<file path="src/rtl/pipe_mem_arbiter.sv">
// Single-port memory arbiter between IF fetch and MEM-stage data ports; data wins unless fetch starved.
// Optional stall/starvation counters are present when ARB_PERF_CNT_EN is defined.
module pipe_mem_arbiter #(
    parameter int AW         = 32,
    parameter int DW         = 32,
    parameter int STARVE_MAX = 3
) (
    input  logic              clk,
    input  logic              rst,
    input  logic              if_req,
    input  logic [AW-1:0]     if_addr,
    output logic              if_stall,
    output logic              if_rvalid,
    output logic [DW-1:0]     if_rdata,
    input  logic              dm_req,
    input  logic              dm_we,
    input  logic [AW-1:0]     dm_addr,
    input  logic [DW-1:0]     dm_wdata,
    input  logic [DW/8-1:0]   dm_be,
    output logic              dm_stall,
    output logic              dm_rvalid,
    output logic              dm_wack,
    output logic [DW-1:0]     dm_rdata,
    output logic              mem_req,
    output logic              mem_we,
    output logic [AW-1:0]     mem_addr,
    output logic [DW-1:0]     mem_wdata,
    output logic [DW/8-1:0]   mem_be,
    input  logic              mem_ready,
    input  logic              mem_rvalid,
    input  logic [DW-1:0]     mem_rdata
`ifdef ARB_PERF_CNT_EN
    ,
    output logic [31:0]       perf_if_stall,
    output logic [31:0]       perf_dm_stall,
    output logic [31:0]       perf_starve_hit
`endif
);

    localparam logic [3:0] STARVE_LIM = 4'(STARVE_MAX);

    typedef enum logic [1:0] {S_IDLE, S_REQ, S_RESP} state_t;

    state_t             r_state;
    state_t             w_state_nxt;
    logic               r_owner;        // 1 = data port owns the transaction
    logic [3:0]         r_starve_cnt;
    logic               r_mem_we;
    logic [AW-1:0]      r_mem_addr;
    logic [DW-1:0]      r_mem_wdata;
    logic [DW/8-1:0]    r_mem_be;
    logic [DW-1:0]      r_if_rdata;
    logic [DW-1:0]      r_dm_rdata;
    logic               w_idle;
    logic               w_grant_dm;
    logic               w_grant_if;

    assign w_idle     = (r_state == S_IDLE);
    assign w_grant_dm = w_idle & dm_req & (~if_req | (r_starve_cnt < STARVE_LIM));
    assign w_grant_if = w_idle & if_req & ~w_grant_dm;

    always_ff @(posedge clk or posedge rst) begin
        if (rst) begin
            r_state <= S_IDLE;
        end else begin
            r_state <= w_state_nxt;
        end
    end

    always_comb begin
        w_state_nxt = r_state;
        case (r_state)
            S_IDLE: if (w_grant_dm | w_grant_if) w_state_nxt = S_REQ;
            S_REQ:  if (mem_ready) w_state_nxt = r_mem_we ? S_IDLE : S_RESP;
            S_RESP: if (mem_rvalid) w_state_nxt = S_IDLE;
            default: w_state_nxt = S_IDLE;
        endcase
    end

    always_comb begin
        mem_req   = 1'b0;
        dm_wack   = 1'b0;
        if_rvalid = 1'b0;
        dm_rvalid = 1'b0;
        case (r_state)
            S_REQ: begin
                mem_req = 1'b1;
                dm_wack = mem_ready & r_mem_we;
            end
            S_RESP: begin
                if_rvalid = mem_rvalid & ~r_owner;
                dm_rvalid = mem_rvalid & r_owner;
            end
            default: ;
        endcase
    end

    always_ff @(posedge clk or posedge rst) begin
        if (rst) begin
            r_owner     <= 1'b0;
            r_mem_we    <= 1'b0;
            r_mem_addr  <= '0;
            r_mem_wdata <= '0;
            r_mem_be    <= '0;
        end else if (w_grant_dm) begin
            r_owner     <= 1'b1;
            r_mem_we    <= dm_we;
            r_mem_addr  <= dm_addr;
            r_mem_wdata <= dm_wdata;
            r_mem_be    <= dm_be;
        end else if (w_grant_if) begin
            r_owner     <= 1'b0;
            r_mem_we    <= 1'b0;
            r_mem_addr  <= if_addr;
            r_mem_wdata <= '0;
            r_mem_be    <= '1;
        end
    end

    // Counts data grants that bypassed a waiting fetch; cleared once fetch wins or stops asking.
    always_ff @(posedge clk or posedge rst) begin
        if (rst) begin
            r_starve_cnt <= '0;
        end else if (w_idle) begin
            if (w_grant_dm & if_req) begin
                if (r_starve_cnt != STARVE_LIM) r_starve_cnt <= r_starve_cnt + 4'd1;
            end else if (w_grant_if | ~if_req) begin
                r_starve_cnt <= '0;
            end
        end
    end

    always_ff @(posedge clk or posedge rst) begin
        if (rst) begin
            r_if_rdata <= '0;
            r_dm_rdata <= '0;
        end else begin
            if (if_rvalid) r_if_rdata <= mem_rdata;
            if (dm_rvalid) r_dm_rdata <= mem_rdata;
        end
    end

    assign if_rdata  = if_rvalid ? mem_rdata : r_if_rdata;
    assign dm_rdata  = dm_rvalid ? mem_rdata : r_dm_rdata;
    assign if_stall  = if_req & ~if_rvalid;
    assign dm_stall  = dm_req & ~(dm_rvalid | dm_wack);
    assign mem_we    = r_mem_we;
    assign mem_addr  = r_mem_addr;
    assign mem_wdata = r_mem_wdata;
    assign mem_be    = r_mem_be;

`ifdef ARB_PERF_CNT_EN
    logic [31:0] r_perf_if_stall;
    logic [31:0] r_perf_dm_stall;
    logic [31:0] r_perf_starve_hit;

    always_ff @(posedge clk or posedge rst) begin
        if (rst) begin
            r_perf_if_stall   <= '0;
            r_perf_dm_stall   <= '0;
            r_perf_starve_hit <= '0;
        end else begin
            if (if_stall) r_perf_if_stall <= r_perf_if_stall + 32'd1;
            if (dm_stall) r_perf_dm_stall <= r_perf_dm_stall + 32'd1;
            if (w_grant_if & dm_req) r_perf_starve_hit <= r_perf_starve_hit + 32'd1;
        end
    end

    assign perf_if_stall   = r_perf_if_stall;
    assign perf_dm_stall   = r_perf_dm_stall;
    assign perf_starve_hit = r_perf_starve_hit;
`endif

endmodule

</file>
<file path="config.mk">
export PLATFORM = sky130hd
export DESIGN_NAME = pipe_mem_arbiter
export DESIGN_NICKNAME = d
export VERILOG_FILES = /design/src/rtl/pipe_mem_arbiter.sv
export SDC_FILE = /design/constraint.sdc
export NUM_CORES = 1
export LEC_CHECK = 0
export CAP_MARGIN = 25
export CORE_UTILIZATION = 25
export CTS_CLUSTER_DIAMETER = 120
export DETAILED_ROUTE_END_ITERATION = 6
export GPL_TIMING_DRIVEN = 0
export PLACE_DENSITY = 0.56
export SLEW_MARGIN = 10
export SYNTH_ARGS = -nofsm -noshare
export SYNTH_HDL_FRONTEND = slang
export SYNTH_SLANG_ARGS = --single-unit
</file>
<file path="constraint.sdc">
create_clock -name clk -period 6.3 [get_ports clk]
set_input_delay 0.945 -clock clk [delete_from_list [all_inputs] [get_ports clk]]
set_output_delay 0.945 -clock clk [all_outputs]
set_load 0.005 [all_outputs]
</file>
==> impl_metrics.ini <==
[setup_path]
cp_max_fo = 10
cp.required_ns = 5.35
r2r-start = r_starve_cnt[0]$_DFFE_PP0P_
ff2ff_setup_slack_ns = 4.18
path_class = input pin to output port
reg2reg_depth = 5
arrival_ns = 3.24
cp-start-kind = input pin
worstReg2RegEnd = mem_addr[3]$_DFFE_PP0P_
critPathCaptureType = output port

[clocking]
post_cts_resized = 0
ctsHoldBuffers = 0
clock_sinks = 140
h-tree-depth = 4
path_clk_slew_ns = 0.06
cts_buffers = 17
cts_setup_buffers = 0
ctsLongestPathBuffers = 2
cts_tree = done
worstSkewPairLatency_ns = 0.40
ctsRootBufferMaster = clkbuf_16

[synthesis]
synth_seq_cells = 140
ys_types = 29
synth_area_um2 = 5548
yosys.area.top_type_share = 0.6315
synth_compound_area_frac = 0.1324
yosys.area_share.simple = 0.06901
yosys.area.top_type = dfrtp_1
ys.flop_type = dfrtp_1
yosysSeqAreaShare = 0.6315
synth_edf_count = 0
synth.mux.area_fraction = 0.1319
synth_xor_area_frac = 0
async_flop_share = 1.000
avgSynthCellArea_um2 = 15.08
yosysWarnings = 0
synthesis.nets = 508
netlist_instances = 368
synth_top_family_by_area = compound AO/OA/AOI/OAI gates
yosys-top-cells-area = dfrtp_1 63%, mux2_2 13%, o221a_2 5.3%
synth_fa_ha_area_frac = 0.002255

[route]
wl_met2_um = 8730
top_layer_used = met4
via_count = 4429
drtIter0Drc = 174
met3_length_um = 1255
wirelength_met1_um = 7307
ant_nets = 0
drt-total-wl_um = 17470
drt-wirelength-per-cell_um = 18.26
dr.pass1.iters = 4
drc_errors = 0
routed_via_density = 4.628

[die]
die_h_um = 151.0
ios = 278
die_x_um = 151.0
core_um2 = 21820
dieArea_um2 = 22790
rows = 54
start_util = 0.2542

[final_layout]
layout_commonest_cell = clkdlybuf4s50_1
syn_to_final_growth_pct = 67.73
fill_cells = 2031
layout_common_cells = 276 x clkdlybuf4s50_1, 140 x dfrtp_1, 65 x mux2_2
nets = 804
multiInputGateArea_um2 = 1862
design_area_um2 = 9305
diodes = 0
final_util = 0.4264
drive_gt1_frac = 0.2142
seq_area_um2 = 3503

[power_and_ir_drop]
p_leak_nw = 3.833
power_mw = 4.414
ir_drop_v = 0.0002051
pwr_density_cell_nw_per_um2 = 474.3

[grt]
track_usage = 0.1552
grt_max_degree = 79
grt_overflow = 0
grt_pass1_vias = 4850
grt_pass1_wl_um = 27040
antenna_found_initial = 0

[min_path]
hp-class = flop to flop
worstHoldPathCells = 1
hp-start = r_dm_rdata[14]$_DFF_PP0_
hold-path-endpoint = r_dm_rdata[14]$_DFF_PP0_

[place]
dpl.hpwl_um = 12760
post_dp_cell_area_um2 = 8693
io_buffers = 276
globalplace.congestion = 0.7803

[sta]
finalCritPeriodShare = 0.6646
skew_ns = 0.008509
maxSlewViolCount = 0
max-slew-margin-rel = 0.6144
hold_viol = 0
rsz0062_at_grt = false
fmax_mhz = 238.8
fin_crit_ns = 4.187
worst_slew_pin_slew_ns = 0.5745
setup_viol = 0

[status]
outcome = finished, final reports clean

[flow_run]
maxCapViolations = 0
[power by group]
part | total [mW] | leakage, nW | switching, mW | internal [mW]
Clock | 1.05 | 0.287 | 0.416 | 0.630
Sequential | 1.48 | 1.70 | 0.175 | 1.30
Combinational | 1.89 | 1.84 | 0.702 | 1.19
[cell usage after synthesis (2+ instances only)]
cell type	number
o221a_2	26
and3_1	2
o31ai_1	2
nand2_1	2
buf_2	17
buf_6	3
o22a_1	4
mux2_2	65
nor2_1	3
nand4b_1	33
nor2b_1	3
buf_1	5
o221a_1	6
dfrtp_1	140
inv_1	4
a22o_1	33
clkbuf_1	8
[worst max-delay path, cell delays in order]
cell and delay (ns):
clkdlybuf4s50_1 0.50, nor4bb_1 0.35, buf_2 0.27, buf_2 0.31
mux2_2 0.38, clkdlybuf4s50_1 0.48
[cells by family (layout without fill, tap and decap cells)]
kind of cell    count (synthesis)  count (layout)
compound gates                 76              76
fa+ha+maj                       1               1
buf+inv                        37             346
flops                         140             140
mux                            65              65
simple gates                   49              49
[per-stage QoR]
step | TNS, ns | hold WS (ns) | setup slack, ns | std cells
after floorplan | 0 | 0.4726 | 1.602 | 368
after global placement | -42.69 | 0.4767 | -0.3167 | 924
after detailed placement | 0 | 0.4810 | 1.976 | 925
after CTS | 0 | 0.4993 | 1.966 | 957
after global routing | 0 | 0.5100 | 1.950 | 957
final | 0 | 0.4930 | 2.113 | 957
[area by class of cell]
class                      count  share of cell area
timing repair buffer         277              0.2999
multi-input combinational    191              0.2001
buffer                        33             0.01802
inverter                       4            0.002151
tap                          280             0.03765
sequential                   140              0.3765
clock inverter                15             0.02003
clock buffer                  17             0.04572
[worst max path at each step]
stage          startpoint                       end  slack [ns]
3_3_place_gp          rst  r_dm_rdata[28]$_DFF_PP0_       -0.32
4_1_cts        mem_rvalid              if_rdata[25]        1.97
6_report       mem_rvalid              if_rdata[26]        2.11
5_1_grt        mem_rvalid               if_rdata[3]        1.95
3_5_place_dp   mem_rvalid              if_rdata[25]        1.98
2_1_floorplan         rst   mem_addr[0]$_DFFE_PP0P_        1.60
[registers in the layout (all words and copies together), names as in the netlist]
signal / flops
mem_we: 1
mem_be: 4
mem_wdata: 32
r_dm_rdata: 32
r_if_rdata: 32
r_starve_cnt: 4
r_owner: 1
r_state: 2
mem_addr: 32
[layer usage]
metal  GRT usage  vias to the layer above
met3     0.05271                       11
li1            -                     2016
met1      0.1893                     2231
met5           0                        -
met4     0.03650                        0
met2      0.2626                      171
Note: power is estimated with default switching activity, not from simulation.
